## src/rtl/game_pkg.sv

```systemverilog
// Shared definitions for the Flappy Bird game-flow logic: phase encoding,
// BCD score limits, bird/pipe geometry and a BCD magnitude compare helper.
package game_pkg;

    typedef enum logic [1:0] {
        ST_ATTRACT   = 2'd0,
        ST_PLAYING   = 2'd1,
        ST_DYING     = 2'd2,
        ST_GAME_OVER = 2'd3
    } game_state_e;

    localparam logic [15:0] BCD_MAX = 16'h9999;

    // Geometry shared with the physics and pipe renderer blocks
    localparam int BIRD_X = 200;
    localparam int BIRD_W = 24;
    localparam int BIRD_H = 24;

    // True when BCD value a is strictly greater than b, deciding on the
    // most significant digit that differs.
    function automatic logic bcd_gt(input logic [15:0] a, input logic [15:0] b);
        logic gt;
        logic decided;
        gt      = 1'b0;
        decided = 1'b0;
        for (int i = 3; i >= 0; i--) begin
            if (!decided && (a[4*i +: 4] != b[4*i +: 4])) begin
                gt      = (a[4*i +: 4] > b[4*i +: 4]);
                decided = 1'b1;
            end
        end
        return gt;
    endfunction

endpackage

```

## src/rtl/bcd_counter4.sv

```systemverilog
// Four-digit BCD up-counter: synchronous clear, increment enable, carry
// ripples across all digits in one cycle and the count holds at 9999.
import game_pkg::*;

module bcd_counter4 (
    input  logic        clk,
    input  logic        reset,
    input  logic        clr_i,
    input  logic        inc_i,
    output logic [15:0] value_o
);

    logic [15:0] cnt_q, cnt_d;
    logic        carry;

    // Next count: clear has priority, increment saturates at BCD_MAX
    always_comb begin
        cnt_d = cnt_q;
        carry = 1'b0;
        if (clr_i) begin
            cnt_d = 16'h0000;
        end else if (inc_i && (cnt_q != BCD_MAX)) begin
            carry = 1'b1;
            for (int i = 0; i < 4; i++) begin
                if (carry) begin
                    if (cnt_q[4*i +: 4] == 4'd9) begin
                        cnt_d[4*i +: 4] = 4'd0;
                    end else begin
                        cnt_d[4*i +: 4] = cnt_q[4*i +: 4] + 4'd1;
                        carry           = 1'b0;
                    end
                end
            end
        end
    end

    // Count register with synchronous active-low reset
    always_ff @(posedge clk) begin
        if (!reset) cnt_q <= 16'h0000;
        else        cnt_q <= cnt_d;
    end

    assign value_o = cnt_q;

endmodule

```

## src/rtl/game_sequencer.sv

```systemverilog
// Game-flow controller: ATTRACT -> PLAYING -> DYING -> GAME_OVER, flap
// gating, restart pulse, BCD score and game-over blink.
// Optional feature macro: HIGH_SCORE_EN (keeps a best score across runs).
import game_pkg::*;

module game_sequencer #(
    parameter int DEATH_FRAMES = 60,
    parameter int BLINK_FRAMES = 30
) (
    input  logic        clk,
    input  logic        reset,
    input  logic        frame_tick,
    input  logic        button,
    input  logic        bird_alive,
    input  logic        pipe_passed,
    output logic        game_restart,
    output logic        flap,
    output logic        pipe_enable,
    output logic [1:0]  state,
    output logic        blink,
    output logic [15:0] score,
    output logic [15:0] high_score
);

    game_state_e state_q, state_d;
    logic        button_q;
    logic [7:0]  death_q, death_d;
    logic [7:0]  blink_cnt_q, blink_cnt_d;
    logic        blink_q, blink_d;
    logic        restart_q, restart_d;
    logic        flap_q, flap_d;
    logic        press;
    logic        start;
    logic        score_inc;
    logic [15:0] score_w;

    assign press     = button & ~button_q;
    assign score_inc = (state_q == ST_PLAYING) & bird_alive & pipe_passed;

    // Next-state, timers and one-cycle pulses; a start (press in ATTRACT or
    // GAME_OVER) overrides everything to begin a fresh run
    always_comb begin
        state_d     = state_q;
        death_d     = death_q;
        blink_cnt_d = blink_cnt_q;
        blink_d     = blink_q;
        restart_d   = 1'b0;
        flap_d      = 1'b0;
        start       = 1'b0;
        case (state_q)
            ST_ATTRACT: begin
                if (press) start = 1'b1;
            end
            ST_PLAYING: begin
                flap_d = press;
                if (!bird_alive) begin
                    state_d = ST_DYING;
                    death_d = 8'(DEATH_FRAMES);
                end
            end
            ST_DYING: begin
                if (frame_tick) begin
                    if (death_q == 8'd1) begin
                        state_d     = ST_GAME_OVER;
                        blink_d     = 1'b0;
                        blink_cnt_d = 8'd0;
                    end else begin
                        death_d = death_q - 8'd1;
                    end
                end
            end
            ST_GAME_OVER: begin
                if (press) begin
                    start = 1'b1;
                end else if (frame_tick) begin
                    if (blink_cnt_q == 8'(BLINK_FRAMES - 1)) begin
                        blink_cnt_d = 8'd0;
                        blink_d     = ~blink_q;
                    end else begin
                        blink_cnt_d = blink_cnt_q + 8'd1;
                    end
                end
            end
            default: state_d = ST_ATTRACT;
        endcase
        if (start) begin
            state_d     = ST_PLAYING;
            restart_d   = 1'b1;
            flap_d      = 1'b1;
            blink_d     = 1'b0;
            blink_cnt_d = 8'd0;
        end
    end

    // State, timers, button history and output pulse registers
    always_ff @(posedge clk) begin
        if (!reset) begin
            state_q     <= ST_ATTRACT;
            button_q    <= 1'b0;
            death_q     <= 8'd0;
            blink_cnt_q <= 8'd0;
            blink_q     <= 1'b0;
            restart_q   <= 1'b0;
            flap_q      <= 1'b0;
        end else begin
            state_q     <= state_d;
            button_q    <= button;
            death_q     <= death_d;
            blink_cnt_q <= blink_cnt_d;
            blink_q     <= blink_d;
            restart_q   <= restart_d;
            flap_q      <= flap_d;
        end
    end

    bcd_counter4 u_score (
        .clk     (clk),
        .reset   (reset),
        .clr_i   (start),
        .inc_i   (score_inc),
        .value_o (score_w)
    );

`ifdef HIGH_SCORE_EN
    logic [15:0] high_q;
    logic        hs_update;

    // Best score is judged once per run, as the death animation ends
    assign hs_update = (state_q == ST_DYING) & frame_tick & (death_q == 8'd1);

    // High-score register; cleared only by reset, survives restarts
    always_ff @(posedge clk) begin
        if (!reset)                                high_q <= 16'h0000;
        else if (hs_update && bcd_gt(score_w, high_q)) high_q <= score_w;
    end

    assign high_score = high_q;
`else
    assign high_score = 16'h0000;
`endif

    assign game_restart = restart_q;
    assign flap         = flap_q;
    assign pipe_enable  = (state_q == ST_PLAYING);
    assign state        = state_q;
    assign blink        = blink_q;
    assign score        = score_w;

endmodule

```

## config.mk

```make
export PLATFORM = sky130hd
export DESIGN_NAME = game_sequencer
export DESIGN_NICKNAME = d
export VERILOG_FILES = /design/src/rtl/game_pkg.sv /design/src/rtl/bcd_counter4.sv /design/src/rtl/game_sequencer.sv
export SDC_FILE = /design/constraint.sdc
export NUM_CORES = 1
export LEC_CHECK = 0
export ABC_AREA = 0
export CAP_MARGIN = 15
export CORE_UTILIZATION = 55
export DETAILED_ROUTE_END_ITERATION = 12
export HOLD_SLACK_MARGIN = 0.1
export PLACE_DENSITY = 0.85
export SYNTH_ARGS = -nofsm -noshare
export SYNTH_HDL_FRONTEND = slang
export SYNTH_SLANG_ARGS = --single-unit
export TNS_END_PERCENT = 20
```

## constraint.sdc

```tcl
create_clock -name clk -period 5.2 [get_ports clk]
set_clock_uncertainty 0.05 [all_clocks]
set_input_delay 1.56 -clock clk [delete_from_list [all_inputs] [get_ports clk]]
set_output_delay 1.56 -clock clk [all_outputs]
set_load 0.01 [all_outputs]
```

==> impl_results.md <==
- Total of cells resized after clock tree synthesis: 0
- Final hold vios: 0
- Post-synth EDFFs: 0
- Vias per cell: 5.83
- Total core area: 0.00372 sq mm
- Static leakage: 0.000901 uW
- Synth cell types: 54
- Die width: 64.8 um
- Global-route usage over all layers: 24.5%
- Pins Over Slew Limit: 0
- Clock Root Buffer: clkbuf_8
- Die area: 0.00419 sq mm
- HPWL Detailed: 3.16 mm
- Remaining Overflow, GRT: 0
- Max_cap viols: 0
- # IOs: 44
- Post-synthesis mux area share: 1.85%
- Drt wl/cell: 13.4 um
- Min-Delay Path Class: reg2reg
- Asr flop ratio synth: 0%
- Sequential-to-total area share from yosys stat: 35.1%
- Clock Path Buffers: 2
- Rel. slew slack: 37.6%
- Filler Cell Count: 322
- # clock sinks: 38
- Final min period: 3330 ps
- Area share of fa/ha/maj cells after synthesis: 4.04%
- Status: finished, final reports clean
- Simple-Gate Fraction of Synth Area: 28.8%
- Commonest non-fill, non-tap cell in the layout: dfxtp_1
- Worst Setup Start Kind: input port
- Prevailing post-synth register cell: dfxtp_1
- Post-Synth XOR/XNOR Area: 1.21%
- Clock slew at reported path FFs: 80 ps
- Final nets: 303
- Synthesis-stage register bit count: 38
- DRT Pass-1 Iters: 4
- Warnings, synthesis: 0
- CP Cell Sequence: clkdlybuf4s50_1 -> and4_1 -> nand3_1 -> or4_1 -> a31oi_1
- CP Max Fanout: 11
- CTS Buf Count: 5
- Compound-Gate Fraction of Synth Area: 19.5%
- Arrival @ worst endpoint: 3500 ps
- Final setup viols: 0
- Max stage delay cell, worst path: or4_1
- Avg Synthesized Cell Area: 8.30 sq um
- CTS tree: built
- Worst skew pair latency: 290 ps
- Share of layout cells above drive strength 1: 8.59%
- Via count: 1,975
- Pwr per Cell Area: 390 mW/mm^2
- Period utilization: 64.1%
- Peak VDD IR: 179 uV
- PnR worst setup slack: 1870 ps
- Area of the multi-input gates: 0.00126 sq mm
- CP peak stage delay: 580 ps
- Required time of the critical path: 5370 ps
- Starting Density: 58.3%
- CP Class: in2reg
- Initial antenna violation count: 0
- Htree depth: 2
- Cell Area, Synth: 0.00217 sq mm
- Least-Margin Pin Slew: 924 ps
- Sequential cell area: 761 sq um
- IO buf count: 27
- Place WS: 1610 ps
- Post-Synthesis Cells: 261
- RSZ-0062 raised after global routing: no
- DRC viols: 0
- DRT Wirelength: 4.55 mm
- Largest net degree at the start of global routing: 18
- Vias in the first global route: 1,733
- Initial drt markers: 150
- Die Ht: 64.8 um
- Layout area overhead: 18.4%
- FMAX: 300 MHz
- Largest family of logic cells by synthesized area: simple AND/OR/NAND/NOR gates
- Most frequent cells in the layout: 38 x dfxtp_1, 27 x nand2_1, 27 x clkdlybuf4s50_1
- Hold-fix buffers, CTS: 0
- Final ANT Viol Nets: 0
- Setup TNS Final: 0 ps
- Worst Setup End Kind: register
- Number of antenna diodes: 0
- GP Congestion: 0.837
- Rows: 22
- # Post-CTS Setup Buffers: 0
- Wire length of the first global-routing pass: 8.01 mm
==> critical path: cells and delay by family <==
kind                   cells  cell delay, ps
AOI/OAI and AO/OA          1             160
buffers and inverters      1             550
and+or+nand+nor            3            1230
==> layout make-up <==
type,count,area share (%)
Tap cell,48,2.34
Sequential cell,38,29.7
Clock buffer,5,2.68
Multi-Input combinational cell,201,49.2
Timing Repair Buffer,30,11.4
Inverter,14,2.05
Clock inverter,3,2.68
==> metal layers <==
layer,global-route usage (%),vias up,routed length (um),share of wire [%]
li1,-,988,-,-
met1,33.1,923,2200,48
met2,37.9,57,2080,46
met3,4.23,7,189,4.2
met4,10.6,0,85,1.9
met5,0,-,0,0
==> cell usage after synthesis (2+ instances only) <==
library cell	count	area, sq um
o31ai_1	5	37.5
ha_1	7	87.6
nor2b_1	6	37.5
a31oi_1	7	43.8
dfxtp_1	38	761
buf_4	16	120
o22ai_1	4	25.0
a21oi_1	13	65.1
nand2b_1	3	18.8
and3_1	4	25.0
nand4bb_1	2	22.5
nor4b_1	2	17.5
or3b_4	2	22.5
nor2_1	9	33.8
xnor2_1	2	17.5
or2_2	5	31.3
or3_1	7	43.8
or4_1	5	37.5
nor4_1	2	12.5
nand2_1	27	101
nand4_1	7	43.8
clkbuf_1	5	18.8
o311ai_0	2	17.5
nand3_1	7	35.0
inv_1	14	52.6
o211ai_1	3	22.5
nor3b_1	2	15.0
mux2i_1	4	40.0
o21ai_0	13	65.1
nand3b_1	2	15.0
a211oi_1	6	45.0
nor3_1	5	25.0
and2_1	3	18.8
nor4bb_1	2	20.0
==> per-stage QoR <==
| stage | utilization (%) | hold slack, ps | area [sq um] | instances | power [uW] |
|---|---|---|---|---|---|
| finish | 69.0 | 432 | 2560 | 339 | 1000 |
| global placement | 65.3 | 413 | 2430 | 331 | 689 |
| CTS | 69.0 | 433 | 2560 | 339 | 1000 |
| floorplan | - | 398 | 2220 | 276 | 608 |
| detailed placement | 65.3 | 418 | 2430 | 331 | 700 |
| global route | 69.0 | 440 | 2560 | 339 | 1070 |
==> power by group <==
group | switching [uW] | internal, uW | total, uW | leakage [uW]
Combinational | 192 | 142 | 334 | 0.000525
Clock | 110 | 192 | 303 | 0.0000683
Sequential | 36.6 | 328 | 364 | 0.000308
Total | 339 | 662 | 1000 | 0.000901
==> flip-flops by register name (all words and copies together) (netlist names) <==
| register | count |
|---|---|
| u_score.value_o | 16 |
| game_restart | 1 |
| flap | 1 |
| blink_cnt_q | 8 |
| death_q | 8 |
| blink | 1 |
| button_q | 1 |
| state | 2 |
==> worst paths after layout <==
| path | startpoint | endpoint | slack [ps] | cells past startpoint |
|---|---|---|---|---|
| max reg2reg | state[1]$_SDFFE_PP0P_ | blink_cnt_q[1]$_SDFFE_PP0P_ | 2830 | 5 |
| max | bird_alive | u_score.value_o[15]$_SDFFE_PP0P_ | 1870 | 5 |
| min reg2reg | blink$_SDFFE_PP0P_ | blink$_SDFFE_PP0P_ | 430 | 2 |
| min | blink$_SDFFE_PP0P_ | blink$_SDFFE_PP0P_ | 430 | 2 |
==> kinds of logic (layout without fill, tap and decap cells) <==
family	count (synthesis)	count (layout)
AOI/OAI and AO/OA	64	64
xor gates and xnor gates	3	3
adders and majority gates	7	7
buffers and inverters	37	52
DFF	38	38
muxes	4	4
other	1	16
and+or+nand+nor	107	107
(Power assumes the default switching activity.)
==> edit 1 (config.mk and constraints unchanged) <==
Build with the macro `HIGH_SCORE_EN` defined.
--- a/src/rtl/game_sequencer.sv
+++ b/src/rtl/game_sequencer.sv
@@ -1,6 +1,8 @@
 // Game-flow controller: ATTRACT -> PLAYING -> DYING -> GAME_OVER, flap
 // gating, restart pulse, BCD score and game-over blink.
 // Optional feature macro: HIGH_SCORE_EN (keeps a best score across runs).
+`define HIGH_SCORE_EN
+
 import game_pkg::*;
 
 module game_sequencer #(
Formal check against the unedited RTL: same outputs for any inputs over 10 cycles, from zero or initial values and one cycle with reset low; that may be too few to reach the edited logic, so the function may still have changed.
==> edit 1 against the unedited design <==
  * First-iteration DRC count down 27%
  * Count of clock-buffer cells in the layout unchanged
  * Wire length up 26%
  * Worst setup slack better by 0.041 ns
  * Sequential cell count up 16
  * Area after synthesis up 30%
  * Power down 19%
  * Cell area up 32%
  * Critical endpoint is now high_score[4]
  * Largest cell class unchanged
==> edit 1: results (changes against the unedited design) <==
Pre-Repair DR Iteration Count=5 (+1); WHS Path Cells=2 (unchanged); post-synthesis mux area share=0.00401 (-0.0145); worst-case reg-to-reg path depth=7 (+2); insertion delay to the later sink of the worst-skew pair=0.32 ns (+0.03 ns); post-synthesis sequential area ratio=0.385 (+0.0336); WL met3=226 um (+20%); met3 Use GR=0.0412 (-0.00110); syn_nets=349; wire per inst=13.4 um (-0.28%); Clk pin slew, worst setup/hold paths=0.10 ns (+0.02 ns); Syn Area/Cell=8.78 um^2 (+5.8%); met2 routed WL=2740 um (+32%); largest net degree at the start of global routing=26 (+8); Post-synth top cells=dfxtp_1 (54), inv_1 (27), a21oi_1 (25), nor2_1 (25), ha_1 (23); Routed met1 length=2660 um (+21%); grt met2 use=0.409 (+0.0299); Placed Instances=422 (+27%); Synth cell types=53 (-1.9%); Post-DP Area=0.00328 mm^2 (+35%); layout cell share with drive strength beyond 1=0.0523 (-0.0336); outcome=completed; hold crit path type=register to register; max layer used=met4; YS warnings=0 (unchanged); worst slew pin tran=0.879 ns (-0.0446 ns); Fill cells=413 (+28%); CTS H-tree depth=2 (unchanged); Worst Path Max Fanout=16 (+5); vias in the first global route=2342 (+35%); Global Route met1 Usage=0.290 (-0.0409); Nets=391 (+29%); dpl ws=1.61 ns (-0.00111 ns); synthesized-area fraction occupied by adder cells=0.102 (+0.0620); routability cong.=0.816 (-2.6%); Peak VDD IR=0.191 mV (+6.3%); WL final=5750 um (+26%); Initial DRC Count=109 (-27%); Compound-Gate Fraction of Synth Area=0.184 (-0.0113); GRT Total Usage=0.238 (-0.00693); HPWL Detailed=4130 um (+31%); Via Count=2441 (+24%); first-pass GRT wire length=10100 um (+27%); Pleak=1.22 nW (+36%); initial antenna violation count=0 (unchanged); IO Port Bufs=43 (+59%); synth top area cells=dfxtp_1 (38%), ha_1 (10%), a22o_1 (5.0%); XOR/XNOR Fraction of Synth Area=0.0468 (+0.0346); diode count=0 (unchanged); root buffer cell=clkbuf_8
[edit 1: path summary, 6_finish.rpt]
path         slack (ns)            end        from
max                1.91  high_score[4]       reset
min                0.44          blink       blink
max reg2reg        2.73  high_score[4]  death_q[2]
min reg2reg        0.44          blink       blink
[edit 1: power by group]
part | internal (mW) | switching [mW]
Sequential | 0.425 | 0.0132
Combinational | 0.0342 | 0.0426
Clock | 0.147 | 0.146
[edit 1: worst max-delay path, cell delays in order]
cell             delay, ns
clkdlybuf4s50_1       0.60
clkinv_1              0.33
o31ai_4               0.78
a22o_1                0.23
[edit 1: area by class of cell]
type                    instances  area (um^2)  area share
clock buffers                   5         68.8      0.0203
flip-flops and latches         54         1080       0.318
inverters                      28          105      0.0310
multi-input cells             229         1570       0.462
repair buffers                 44          438       0.129
clock inverters                 3         48.8      0.0144
well taps                      67         83.8      0.0247
==> edit 2 (config.mk and constraints unchanged) <==
Without the edit above. Put a register stage on the output `score`, with the module's reset. The value now appears one clock later. The other outputs are not delayed to match.
--- a/src/rtl/game_sequencer.sv
+++ b/src/rtl/game_sequencer.sv
@@ -144,7 +144,13 @@
     assign pipe_enable  = (state_q == ST_PLAYING);
     assign state        = state_q;
     assign blink        = blink_q;
-    assign score        = score_w;
+    always_ff @(posedge clk) begin
+        if (!reset) begin
+            score <= '0;
+        end else begin
+            score <= score_w;
+        end
+    end
 
 endmodule
 
Formal check against the unedited RTL: not equivalent (a bounded check fails within 4 cycles, from zero or initial values and one cycle with reset low).
==> edit 2 against the unedited design <==
  * Core utilization fell by 3.0 points
  * Largest power group unchanged
  * Power rose by 4.4%
  * Count of clock-buffer cells in the layout rose by 1
  * Critical path depth did not move
  * Global-route usage fell by 2.1 points
  * Worst setup slack got worse by 0.25 ns
  * Register-to-register slack improved by 0.19 ns
  * Wire length rose by 18%
  * Area after synthesis rose by 23%
  * Cell area rose by 16%
  * Non-clock buffer count fell by 3
  * Sequential cell count rose by 16
  * Largest cell class unchanged
==> edit 2: results (changes against the unedited design) <==
outcome=completed; Worst Setup SP=reset; WHS Path Cells=1 (-1); Resize count post-CTS=0 (unchanged); CTS H-tree depth=2 (unchanged); dpl ws=1.27 ns (-0.338 ns); Clk pin slew, worst setup/hold paths=0.09 ns; R2R setup slack=3.02 ns (+0.19 ns); worst slew pin tran=1.01 ns (+0.0898 ns); WL final=5350 um (+18%); wire per inst=14.5 um (+8.1%); first-pass GRT wire length=9020 um (+13%); insertion delay to the later sink of the worst-skew pair=0.32 ns (+0.03 ns); post-synthesis sequential area ratio=0.405 (+0.0542); Pre-Repair DR Iteration Count=4 (unchanged); Setup Buffers After CTS=0 (unchanged); RR Startpoint=state[0]; CTS Buffer Depth=2 (unchanged); HPWL Detailed=3680 um (+16%); GRT Total Usage=0.223 (-0.0213); Placed Instances=361 (+9.1%); Peak VDD IR=0.201 mV (+12%); routability cong.=0.819 (-2.2%); slowest stage delay, CP=0.80 ns (+0.22 ns); Post-synth top cells=dfxtp_1 (54), nand2_1 (20), buf_4 (16); worst hold start=blink_cnt_q[7]; Hold WS=0.420 ns (-0.0124 ns); Post-DP Area=0.00288 mm^2 (+19%); Pleak=1.03 nW (+15%); Syn Area/Cell=9.07 um^2 (+9.3%); Initial DRC Count=165 (+10%); CP top delay family=buffers and inverters; Async SR Flop Fraction=0 (unchanged); synth top area cells=dfxtp_1 (41%), buf_4 (4.5%), ha_1 (3.3%); Worst EP arrival=3.75 ns (+0.25 ns); Final Critical Period=3.58 ns (+0.247 ns); Fill cells=381 (+18%); CP Capture Point=blink_cnt_q[5]; Critical Path Slowest Stage Cell=clkdlybuf4s50_1; layout cell share with drive strength beyond 1=0.0726 (-0.0134); largest net degree at the start of global routing=19 (+1); Worst Path Max Fanout=17 (+6); Synth cell types=61 (+13%); Worst R2R End=u_score.value_o[15]; Hold Path Sink=blink_cnt_q[7]; Via Count=2167 (+9.7%); vias in the first global route=2011 (+16%); Nets=329 (+8.6%)
==> edit 2: cell types whose count changed after synthesis, moves of 5 or more <==
cell,change
and2_1,+8
dfxtp_1,+16
nand2_1,-7
nor2_1,+6
o31ai_1,+5
==> edit 2: final cells by class <==
| cell class | instances | area [um^2] | share of cell area |
|---|---|---|---|
| Multi-Input combinational cell | 214 | 1410 | 0.473 |
| Timing Repair Buffer | 27 | 270 | 0.0908 |
| Inverter | 14 | 52.6 | 0.0177 |
| Clock buffer | 6 | 82.6 | 0.0278 |
| Tap cell | 52 | 65.1 | 0.0219 |
| Clock inverter | 2 | 16.3 | 0.00547 |
| Sequential cell | 54 | 1080 | 0.363 |
==> edit 2: logic make-up (layout without fill, tap and decap cells) <==
| family | after synthesis | count (layout) | synth area share |
|---|---|---|---|
| adders and majority gates | 7 | 7 | 0.0328 |
| buffers and inverters | 41 | 49 | 0.0878 |
| muxes | 3 | 3 | 0.0117 |
| AOI/OAI and AO/OA | 72 | 72 | 0.185 |
| other | 1 | 16 | 0.00141 |
| and+or+nand+nor | 114 | 114 | 0.269 |
| xor gates and xnor gates | 2 | 2 | 0.00657 |
| DFF | 54 | 54 | 0.405 |
==> edit 2: per-layer routing <==
metal | vias up | global-route usage | share of wire
li1 | 1091 | - | -
met1 | 1014 | 0.276 | 0.46
met2 | 54 | 0.370 | 0.48
met3 | 8 | 0.0577 | 0.045
met4 | 0 | 0.0937 | 0.017
met5 | - | 0 | 0
==> edit 2: report_power, final <==
part           total, mW  internal [mW]  switching, mW
clock network      0.251          0.110          0.141
registers          0.488          0.448         0.0400
logic              0.306          0.131          0.175
==> edit 2: worst reg2reg max path: stages, from the launching register on <==
cell and delay (ns):
dfxtp_1 0.43, ha_1 0.35, nand4_2 0.22, or3_4 0.44, or4_1 0.47, a31oi_1 0.16
